File: src/rtl/uart_word_loader.sv
// 8N1 UART receiver that packs four bytes little-endian into 32-bit words and
// issues one write pulse per word with its byte address, until WORD_COUNT words.
module uart_word_loader #(
  parameter int unsigned CLK_FREQ   = 100_000_000,
  parameter int unsigned BAUD       = 115_200,
  parameter int unsigned WORD_COUNT = 16_384
) (
  input  logic        clk,
  input  logic        rst_n,
  input  logic        rx,
  output logic [31:0] data_out,
  output logic [31:0] addr_out,
  output logic        we,
  output logic        done,
  output logic        frame_err
);

  localparam int unsigned CPB  = CLK_FREQ / BAUD;
  localparam int unsigned HALF = CPB / 2;
  localparam int unsigned TW   = $clog2(CPB);

  typedef enum logic [2:0] {
    S_IDLE,
    S_START,
    S_DATA,
    S_STOP,
    S_FINISHED
  } state_e;

  state_e        state_q;
  logic [1:0]    sync_q;
  logic          rx_s;
  logic [TW-1:0] timer_q;
  logic [2:0]    bit_idx_q;
  logic [7:0]    shift_q;
  logic [1:0]    byte_k_q;
  logic [31:0]   word_q;
  logic [29:0]   word_idx_q;
  logic          wr_pend_q;
  logic          last_word_c;

  assign rx_s        = sync_q[1];
  assign last_word_c = (word_idx_q == 30'(WORD_COUNT - 1));

  // Two-flop synchronizer, idles high so reset never looks like a start bit
  always_ff @(posedge clk or negedge rst_n) begin
    if (!rst_n) sync_q <= 2'b11;
    else        sync_q <= {sync_q[0], rx};
  end

  always_ff @(posedge clk or negedge rst_n) begin
    if (!rst_n) begin
      state_q    <= S_IDLE;
      timer_q    <= '0;
      bit_idx_q  <= '0;
      shift_q    <= '0;
      byte_k_q   <= '0;
      word_q     <= '0;
      word_idx_q <= '0;
      wr_pend_q  <= 1'b0;
      data_out   <= '0;
      addr_out   <= '0;
      we         <= 1'b0;
      done       <= 1'b0;
      frame_err  <= 1'b0;
    end else begin
      we <= 1'b0;

      // Word write runs alongside reception so a new start bit is never blocked
      if (wr_pend_q) begin
        wr_pend_q  <= 1'b0;
        we         <= 1'b1;
        data_out   <= word_q;
        addr_out   <= {word_idx_q, 2'b00};
        word_idx_q <= word_idx_q + 30'd1;
        if (last_word_c) done <= 1'b1;
      end

      case (state_q)
        S_IDLE: begin
          if (!rx_s) begin
            timer_q <= '0;
            state_q <= S_START;
          end
        end
        S_START: begin
          if (timer_q == TW'(HALF - 1)) begin
            timer_q <= '0;
            if (rx_s) begin
              state_q <= S_IDLE;
            end else begin
              bit_idx_q <= '0;
              state_q   <= S_DATA;
            end
          end else begin
            timer_q <= timer_q + TW'(1);
          end
        end
        S_DATA: begin
          if (timer_q == TW'(CPB - 1)) begin
            timer_q <= '0;
            shift_q <= {rx_s, shift_q[7:1]};
            if (bit_idx_q == 3'd7) state_q <= S_STOP;
            else                   bit_idx_q <= bit_idx_q + 3'd1;
          end else begin
            timer_q <= timer_q + TW'(1);
          end
        end
        S_STOP: begin
          if (timer_q == TW'(CPB - 1)) begin
            timer_q <= '0;
            state_q <= S_IDLE;
            if (rx_s) begin
              word_q[{byte_k_q, 3'b000} +: 8] <= shift_q;
              byte_k_q <= byte_k_q + 2'd1;
              if (byte_k_q == 2'd3) wr_pend_q <= 1'b1;
            end else begin
              frame_err <= 1'b1;
            end
          end else begin
            timer_q <= timer_q + TW'(1);
          end
        end
        S_FINISHED: ;
        default: state_q <= S_IDLE;
      endcase

      // Final word overrides whatever the receiver was about to do
      if (wr_pend_q && last_word_c) state_q <= S_FINISHED;
    end
  end

endmodule

File: config.mk
export PLATFORM = sky130hd
export DESIGN_NAME = uart_word_loader
export DESIGN_NICKNAME = d
export VERILOG_FILES = /design/src/rtl/uart_word_loader.sv
export SDC_FILE = /design/constraint.sdc
export NUM_CORES = 1
export LEC_CHECK = 0
export CELL_PAD_IN_SITES_DETAIL_PLACEMENT = 0
export CELL_PAD_IN_SITES_GLOBAL_PLACEMENT = 1
export CORE_MARGIN = 2
export CORE_UTILIZATION = 46
export DETAILED_ROUTE_END_ITERATION = 7
export PLACE_DENSITY_LB_ADDON = 0.1
export SLEW_MARGIN = 20
export SYNTH_ARGS = -nofsm -noshare
export SYNTH_HDL_FRONTEND = slang
export SYNTH_SLANG_ARGS = --single-unit
File: constraint.sdc
create_clock -name clk -period 2.2 [get_ports clk]
set_clock_uncertainty 0.1 [all_clocks]
set_input_delay 0.33 -clock clk [delete_from_list [all_inputs] [get_ports clk]]
set_output_delay 0.33 -clock clk [all_outputs]
set_load 0.1 [all_outputs]
-- Word-level counts from Yosys, hierarchy flattened
Cells that the tools add are included.
W data, S select, Z words.
- shift-type cells: 2
- eq/ne operators: 20
- bitwise gates (word level): 1
- reductions and logical operators: 12
- multiplexer cells: 23
- add/subtract/negate cells: 5
- operators by type and width (kind ; number):
    $bwmux W32 ; 1
    $shift A8 B7 Y32 const A ; 1
    $shiftx A8 B7 Y32 ; 1
    $add A30 B1 Y30 const B ; 1
    $eq A30 B14 Y1 const B ; 1
    $mux W10 ; 3
    $mux W3 ; 10
    $pmux W10 S3 ; 1
    $ne A3 B3 Y1 const B ; 5
    $pmux W3 S5 ; 1
    $ne A2 B2 Y1 const B ; 6
    $add A10 B1 Y10 const B ; 1
    $eq A10 B10 Y1 const B ; 1
    $eq A10 B9 Y1 const B ; 1
    $neg A5 Y7 ; 1
    $eq A3 B2 Y1 const B ; 2
    $eq A3 B3 Y1 const B ; 2
    $pmux W3 S2 ; 1
    $reduce_and A2 Y1 ; 3
    $reduce_and A3 Y1 ; 2
    $reduce_and A6 Y1 ; 1
    $mux W1 ; 5
    $reduce_and A5 Y1 ; 1
    $add A3 B1 Y3 const B ; 1
    other kinds (10) ; 10
- logic and storage cells: 77
- output and inout bits: 67
- register bits: 156
- input bits: 3

-- Logic depth before layout (Yosys ltp)
- depth after elaboration: 5
- depth in mapped cells: 7
- gate-level depth less buffers: 6

-- Worst setup path before layout
Ideal clock, no wire load.
- path type: register to register
- start: register timer_q[0]
- end: register shift_q[0]
- arrival: 1.644 ns
- stages on the path, launching flop included: 8
- path slack: 0.331 ns
- required time: 1.975 ns
- cell sequence: dfrtp_1 > ha_1 > nor2b_1 > and4b_1 > buf_6 > and2_4 > buf_6 > mux2_4
- cells in the longest elaborated chain, start to end: 2
- RTL lines (item ; RTL line ; RTL):
    start: declaration ; 33 ; logic [TW-1:0] timer_q;
    start signal: assignment ; 96 ; timer_q <= timer_q + TW'(1);
    start signal: assignment ; 106 ; timer_q <= timer_q + TW'(1);
    start signal: assignment ; 121 ; timer_q <= timer_q + TW'(1);
    $eq A10 B10 Y1 ; 100 ; if (timer_q == TW'(CPB - 1)) begin
    $reduce_and A2 Y1 (no line) ; -- ;
    end signal: assignment ; 102 ; shift_q <= {rx_s, shift_q[7:1]};
    end: declaration ; 35 ; logic [7:0] shift_q;
Every way passes these cells.
A chain may end at the register's enable or synchronous reset.

-- Worst setup path in the final report
- start: register timer_q[0]
- end: register word_q[5]
- cells in the longest elaborated chain, start to end: 2
- RTL lines (item ; RTL line ; RTL):
    $eq A10 B10 Y1 ; 110 ; if (timer_q == TW'(CPB - 1)) begin
    $reduce_and A3 Y1 (no line) ; -- ;
    end signal: indexed assignment ; 114 ; word_q[{byte_k_q, 3'b000} +: 8] <= shift_q;
    end: declaration ; 37 ; logic [31:0] word_q;
Every way passes these cells.

==> flow_summary.toml <==
[status]
status = "complete, no violations"

[floorplan]
core_area_sq_um = 14600
pin_count = 70
die_w_um = 126
start_util_pct = 47.2
die_area_sq_um = 16000
die_h_um = 126
num_rows = 44

[finish]
n_antenna_cell = 0
area_growth_pct = 21.6
final_nets = 651
multi_input_area_sq_um = 2710
postLayoutCellArea_sq_um = 8380
drive_gt1_share_pct = 32.7
fillCellCount = 1219
seqCellArea_sq_um = 3910

[global_routing]
antenna_found_initial = 0
grt_pass1_wl_um = 22800
grt_use_total_pct = 17.9
first_global_vias = 4469
grt_max_degree = 47
overflow = 0

[critical_path]
worstReg2RegStart = "timer_q[0]"
crit_required_ps = 2390
worstPathCellList = "ha_1 > nor2b_1 > and4b_2 > buf_4 > nand4_4 > mux2i_1"
critical_path_class = "reg -> reg"
cp-startpoint = "timer_q[0]"
rr_endpoint = "word_q[5]"
cp.arrival_ps = 2170
cp-end-kind = "flip-flop"
r2r_slack_ps = 210
crit_family = "simple AND/OR/NAND/NOR gates"
cp-start-kind = "flip-flop"
crit_slowest_cell = "dfrtp_1"
r2r_cells = 6
endpoint = "word_q[5]"
cp.depth = 6
critPathMaxStageDelay_ps = 410
critPathBufInv = 1
cp_max_fo = 8

[clock_tree]
clk_path_buf_depth = 2
tritoncts = "done"
clk_latency_ps = 420
cts_made_buffers = 17
cts_sinks = 156
htreeDepth = 4
clk_pin_slew_ps = 60
root_buffer = "clkbuf_16"

[detailed_routing]
drc = 0
vias_per_cell = 5.14
drt_iter0_drc = 241
antenna_left = 0
routed_wl_um = 13000
routedWlPerCell_um = 15.6
dr_total_vias = 4295
first_pass_iters = 4

[hold_path]
hold_path.class = "reg -> reg"
hp-start = "sync_q[0]"

[placed_design]
portBuffers = 67
dp_hpwl_um = 9100
dp_slack_ps = 144
finalWeightedCongestion = 0.797
placed_area_sq_um = 7690

[sta]
fin_crit_sh_pct = 90.3
finalHoldViolations = 0
timing.fmax_ghz = 0.503
setup_viol = 0
slew_violations = 0
worstMarginPinSlew_ps = 590
setup_tns_ps = 0
setup_ws_ps = 213
maxSlewHeadroom_pct = 60.5
period_minus_slack_ps = 1990
rsz0062_at_grt = "false"

[run]
max-cap-violations = 0

[synth]
synthXorXnorAreaFrac_pct = 3.82
synth-edff-count = 0
synth-compound-area-share_pct = 3.71
syn_area_sq_um = 6890
syn_area_per_cell_sq_um = 12.5
synthArstFlopShare_pct = 100
synth_ff_type = "dfrtp_1"
synth_cell_types = 64
yosysWarnings = 0
synth_top_family_by_area = "multiplexers"
yosysSeqAreaShare_pct = 56.7
muxShareOfSynthArea_pct = 17.2
synth-simple-area-share_pct = 12.7
syn-instance-count = 549
ys_ff_latch = 156
synthAdderAreaFrac_pct = 1.82

[power]
p_leak_uw = 0.00425
powerDensity_nw_per_um2 = 747
ir_worst_vdd_mv = 0.519
cells by family (layout without fill, tap and decap cells):
logic type	after synthesis	count (layout)
adders and majority gates	10	10
xor gates and xnor gates	30	30
buffers and inverters	61	162
muxes	106	106
and+or+nand+nor	149	149
DFF	156	156
AOI/OAI and AO/OA	36	36
other	1	2
placed cells by master, fill, tap and decap left out, drive strengths merged, types with 3 or more instances in the layout:
master    netlist  layout
nor4            7       7
and3            7       7
xor2           10      10
inv            41      44
dfrtp         154     154
nand3          11      11
nand4          17      17
nor3           11      11
buf            19      87
o21ai          10      10
nor2           12      12
mux2           73      73
xnor2          20      20
ha             10      10
and2            3       3
bufinv          0       5
nor3b           9       9
clkinvlp        0       3
nand2          58      58
clkbuf          1      20
mux2i          33      33
a21oi           3       3
o211ai          5       5
where the power goes:
part | total (uW) | leakage (uW) | switching, uW | internal, uW
logic | 92.7 | 0.00177 | 74.5 | 18.2
registers | 2880 | 0.00216 | 5.71 | 2870
clock network | 3280 | 0.000320 | 1170 | 2120
total | 6250 | 0.00425 | 1250 | 5010
repair_timing:
| action | 4_1_cts | 5_1_grt |
|---|---|---|
| endpoints found under the hold margin | 39 | 0 |
| buffers inserted | 0 | 0 |
| hold buffers | 1 | 0 |
| resized for setup | 0 | 1 |
| setup endpoints to repair | 0 | 7 |
state kept, by name, indices dropped and copies added, names as in the netlist:
register / flops
wr_pend_q: 1
done: 1
timer_q: 10
data_out: 32
bit_idx_q: 3
word_q: 32
shift_q: 8
addr_out: 30
we: 1
byte_k_q: 2
frame_err: 1
sync_q: 2
word_idx_q: 30
state_q: 3
per-stage QoR:
stage | hold slack [ps] | total power (uW) | cells | utilization, %
5_1_grt | 274 | 6470 | 835 | 57.4
2_1_floorplan | -65.6 | 2950 | 550 | -
4_1_cts | 266 | 6340 | 835 | 57.4
3_5_place_dp | 194 | 3030 | 802 | 52.7
3_3_place_gp | 191 | 3020 | 802 | 52.7
6_report | 263 | 6250 | 835 | 57.4
routing by layer:
metal | wire length, um | vias up | share of wire [%] | track usage, %
met2 | 6360 | 60 | 49 | 28.2
met5 | 0 | - | 0 | 0
li1 | - | 2078 | - | -
met3 | 403 | 4 | 3.1 | 4.72
met4 | 55 | 0 | 0.42 | 4.85
met1 | 6180 | 2153 | 48 | 24.9
layout make-up:
cell class                      count  share of cell area [%]
Tap cell                          184                    2.75
Inverter                           41                    1.84
Clock buffer                       20                    5.57
Multi-Input combinational cell    333                    32.3
Clock inverter                     12                    2.48
Timing Repair Buffer               89                    8.38
Sequential cell                   156                    46.6
cells in the mapped netlist, types with 2 or more instances:
cell type	count	share of area, %
buf_6	3	0.49
a22o_1	2	0.25
inv_1	40	2.2
mux2_2	64	10
nor2_1	11	0.60
nor3b_1	7	0.76
a31oi_1	2	0.18
o211ai_1	5	0.55
o21bai_1	2	0.22
nand3_1	10	0.73
and3_1	7	0.64
o21ai_1	3	0.22
nor4_1	6	0.55
nor3_1	9	0.65
buf_2	8	0.58
nand2_1	58	3.2
xnor2_1	20	2.5
xor2_1	10	1.3
and4_1	2	0.25
nor3b_2	2	0.36
o21ai_0	7	0.51
nand4_4	4	1.2
dfstp_2	2	0.76
mux2_4	8	1.7
nor2b_1	2	0.18
and4b_1	2	0.29
buf_1	4	0.22
dfrtp_1	154	56
nand4_1	13	1.2
buf_4	4	0.44
a21oi_1	3	0.22
ha_1	10	1.8
mux2i_1	33	4.8
and2_1	2	0.18
worst min path at each step:
stage	to	slack, ps	depth (start not counted)
after detailed placement	addr_out[22]	190	1
after floorplan	addr_out[10]	-70	0
after CTS	sync_q[1]	270	0
after global routing	sync_q[1]	270	0
final	sync_q[1]	260	0
after global placement	addr_out[23]	190	1
Note: power is estimated with default switching activity, not from simulation.
==> patch 1: new RTL, same flow settings <==
`BAUD`: 115_200 -> 57_600.
--- a/src/rtl/uart_word_loader.sv
+++ b/src/rtl/uart_word_loader.sv
@@ -4,3 +4,3 @@
   parameter int unsigned CLK_FREQ   = 100_000_000,
-  parameter int unsigned BAUD       = 115_200,
+  parameter int unsigned BAUD       = 57_600,
   parameter int unsigned WORD_COUNT = 16_384
Formal check against the unedited RTL: same outputs for any inputs over 10 cycles, from zero or initial values and one cycle with rst_n low; that may be too few to reach the edited logic, so the function may still have changed.
==> patch 1 against the unedited design <==
Setup slack got worse by 0.065 ns; critical endpoint is now timer_q[4]; worst hold slack got worse by 0.051 ns; sequential cell count grew 1; wire length rose by 0.32%; sequential power about the same; cell area is 4.5% lower; total power decreased by 6.8%; highest routed layer unchanged; synthesized area is 5.0% lower.
==> patch 1: results (changes against the unedited design) <==
[clocking]
clk_root_buffer_cell=clkbuf_16
clkLatencyLatePin_ns=0.42  ; about the same
clockBufferDepth=2  ; unchanged
cts_buffers=17  ; unchanged
cts.htree.levels=4  ; unchanged
cts_resized=0  ; unchanged
cts.clk_slew.worst_paths_ns=0.06  ; about the same

[hold_path]
hold_class=primary input to register

[setup_path]
critPathArrivalTime_ns=2.29  ; +0.12 ns
crit_path_max_incr_delay_ns=0.42
critPathTopFamily=simple AND/OR/NAND/NOR gates
critPathMaxFanout=5  ; -3
slowest_stage=dfrtp_1

[yosys]
syn_inst=538  ; -2.0%
synth_area_leaders=dfrtp_1 59%, mux2_2 12%, nand2_1 4.6%
yosys_warnings=0  ; unchanged
ys_top_cells_by_count=155 x dfrtp_1, 81 x nand2_1, 72 x mux2_2
seq_area_frac_synth_pct=60.1  ; +3.3 points
ys_types=50  ; -22%
synthArstFlopShare_pct=100  ; unchanged

[route]
wl_per_cell_um=15.8  ; +1.4%
drt_pass1_iterations=5  ; +1
via_per_inst=5.25  ; +2.0%
drcViolationCount=0  ; unchanged
first_iter_violations=253  ; +5.0%

[placement]
gp_congestion=0.773  ; -3.0%
post_dp_cell_area_mm2=0.00741  ; -3.6%
pre_cts_slack_ns=0.186  ; +0.0419 ns
io_buffers=67  ; unchanged
dp_hpwl_um=9060  ; -0.36%
dp.cells=793  ; -1.1%

[power]
p_leak_nw=3.93  ; -7.4%
ir_drop_mv=0.488  ; -5.9%

[global_route]
grt_pass1_wl_um=21900  ; -4.1%
grt_pass1_vias=4308  ; -3.6%
grt_max_degree=52  ; +11%
grt_use_total_pct=19.0  ; +1.0 points
antenna_found_initial=0  ; unchanged

[sta]
finalSetupTns_ns=0  ; unchanged

[cells_and_area]
final_layout_size_suffix_gt1_share_pct=32.4  ; -0.37 points
largestRegisters=data_out x32, word_q x32
instances_no_fill=826  ; -1.1%
fin_nets=645  ; -0.92%
diodes=0  ; unchanged

[outcome]
run_status=finished clean

[flow_run]
cap_violations=0  ; unchanged

==> patch 1: cell types whose count changed in the layout (fill, tap and decap cells not counted), sizes merged, moves of 9 or more <==
cell,change
nand4,-10
a31oi,+9
nand2,+23
a21oi,+9
inv,-38
mux2i,-32
nand3,+13
o21ai,+27
==> patch 1: cells by family (layout without fill, tap and decap cells) <==
family	Yosys count	count (layout)	synth area share, %
compound gates	70	70	6.06
xor+xnor	31	31	4.15
fa+ha+maj	9	9	1.72
buf+inv	21	128	1.57
flops	157	157	60.1
mux	73	73	12.5
other cells	1	2	0.0573
simple gates	176	176	13.8
==> patch 1: timing repair <==
| item | in CTS | in global routing |
|---|---|---|
| setup buffers | 0 | 0 |
| endpoints found under the setup margin | 0 | 0 |
| endpoints found under the hold margin | 40 | 0 |
| hold buffers | 1 | 0 |
==> patch 1: path summary, 6_finish.rpt <==
kind	endpoint	slack, ns	depth (start not counted)	from
worst min-delay path	sync_q[0]	0.21	1	rx
worst min register to register	sync_q[1]	0.26	0	sync_q[0]
worst max-delay path	timer_q[4]	0.15	6	timer_q[0]
max in group asynchronous	sync_q[0]	1.02	3	rst_n
min in group asynchronous	addr_out[22]	0.29	2	rst_n
worst max register to register	timer_q[4]	0.15	6	timer_q[0]
==> patch 1: layout make-up <==
cell class | count | area, um2
sequential | 157 | 3930
inverter | 4 | 15.0
multi-input combinational | 361 | 2510
clock buffer | 22 | 464
tap | 180 | 225
clock inverter | 10 | 113
fill | 1191 | 5880
timing repair buffer | 92 | 737
==> patch 1: per-layer routing <==
layer	global-route usage [%]	vias up	wire length, um
li1	-	2093	-
met5	0	-	0
met3	4.98	18	490
met4	6.39	0	185
met1	25.2	2137	5920
met2	30.4	85	6450
==> patch 1: report_power, final <==
part | total [mW] | switching, mW | internal [mW]
Combinational | 0.0889 | 0.0736 | 0.0152
Clock | 2.85 | 1.12 | 1.73
Sequential | 2.89 | 0.00149 | 2.89
==> patch 2: new RTL, same flow settings <==
Without the edit above. Reset style: synchronous (`rst_n`), changed in 2 clocked blocks.
--- a/src/rtl/uart_word_loader.sv
+++ b/src/rtl/uart_word_loader.sv
@@ -45,3 +45,3 @@
   // Two-flop synchronizer, idles high so reset never looks like a start bit
-  always_ff @(posedge clk or negedge rst_n) begin
+  always_ff @(posedge clk) begin
     if (!rst_n) sync_q <= 2'b11;
@@ -50,3 +50,3 @@
 
-  always_ff @(posedge clk or negedge rst_n) begin
+  always_ff @(posedge clk) begin
     if (!rst_n) begin
Function: no difference found for any inputs over 10 cycles, from zero or initial values and one cycle with rst_n low; that may be too few to reach the edited logic, so the function may still have changed.
==> patch 2 against the unedited design <==
Sequential cell count did not move; via count rose by 14%; cell area fell by 4.0%; critical path depth did not move; highest routed layer unchanged; first-iteration DRC count rose by 1.7%; wire length rose by 3.2%; global-route usage fell by 0.16 points; setup slack got worse by 0.017 ns; non-clock buffer count fell by 8; synthesized area fell by 2.4%.
Power is not compared: it rests on default switching activity, and its combinational part moved more than twofold at a synthesized area within 25%.
==> patch 2: results (changes against the unedited design) <==
[cells_and_area]
fin_nets=759  ; +17%
final_layout_size_suffix_gt1_share_pct=17.3  ; -15 points

[route]
wl_met2_um=5980  ; -6.0%
drt-met1-wl_um=6740  ; +9.0%
first_iter_violations=245  ; +1.7%
vias=4877  ; +14%

[yosys]
ys_top_cells_by_count=156 x dfxtp_1, 79 x mux2i_1, 75 x nor2b_1
synth_xor_area_share_pct=3.13  ; -0.69 points
synthMuxAreaShare_pct=11.8  ; -5.4 points
synthAdderAreaFrac_pct=2.05  ; +0.23 points
ys_types=56  ; -13%
synth_area_leaders=dfxtp_1 46%, mux2i_1 12%, nor2b_1 7.0%
synthArstFlopShare_pct=0  ; -100 points

[setup_path]
r2r_slack_ns=0.20  ; -0.02 ns
critPathArrivalTime_ns=2.25  ; +0.08 ns
r2r-end=word_idx_q[28]
regToRegStartpoint=word_idx_q[0]

[global_route]
grt_max_degree=45  ; -4.3%
grt_pass1_wl_um=22800  ; +0.15%
gr-usage-met3_pct=4.04  ; -0.69 points
met1_usage_pct=24.4  ; -0.46 points

[sta]
worst_pin_slew_ns=0.541  ; -0.0495 ns
post-route-period-util_pct=91.1  ; +0.77 points

[placement]
gp_congestion=0.792  ; -0.68%
dp.cells=910  ; +13%

[hold_path]
holdCritStartpoint=rst_n
min_to=frame_err
hold_class=primary input to register

[outcome]
run_status=finished clean

patch 2: cell count changes after synthesis, moves of 41 or more:
cell     delta
nor2b_1    +73
mux2_2     -64
mux2i_1    +46
nand3_1    +41
dfrtp_1   -154
dfxtp_1   +156
patch 2: power by group:
group          switching [mW]  total (mW)  internal (mW)
combinational           0.202       0.332          0.130
clock                    1.21        3.16           1.96
sequential             0.0246        2.87           2.84
total                    1.43        6.36           4.93
patch 2: layout make-up:
type	instances	area share, %
flip-flops and latches	156	38.9
repair buffers	81	7.59
well taps	184	2.86
clock buffers	18	5.46
clock inverters	14	2.60
multi-input cells	481	42.2
inverters	8	0.373
patch 2: critical path, cell delays in order, from the launching register on:
cell	delay, ns
dfxtp_1	0.42
ha_1	0.22
nand3_1	0.15
nor3_2	0.32
nand3_2	0.24
nor3_1	0.28
mux2i_1	0.21
patch 2: cell families after synthesis:
kind of cell / count (synthesis)
simple gates: 289
xor+xnor: 24
fa+ha+maj: 11
mux: 79
buf+inv: 46
flops: 156
compound gates: 76
other cells: 1
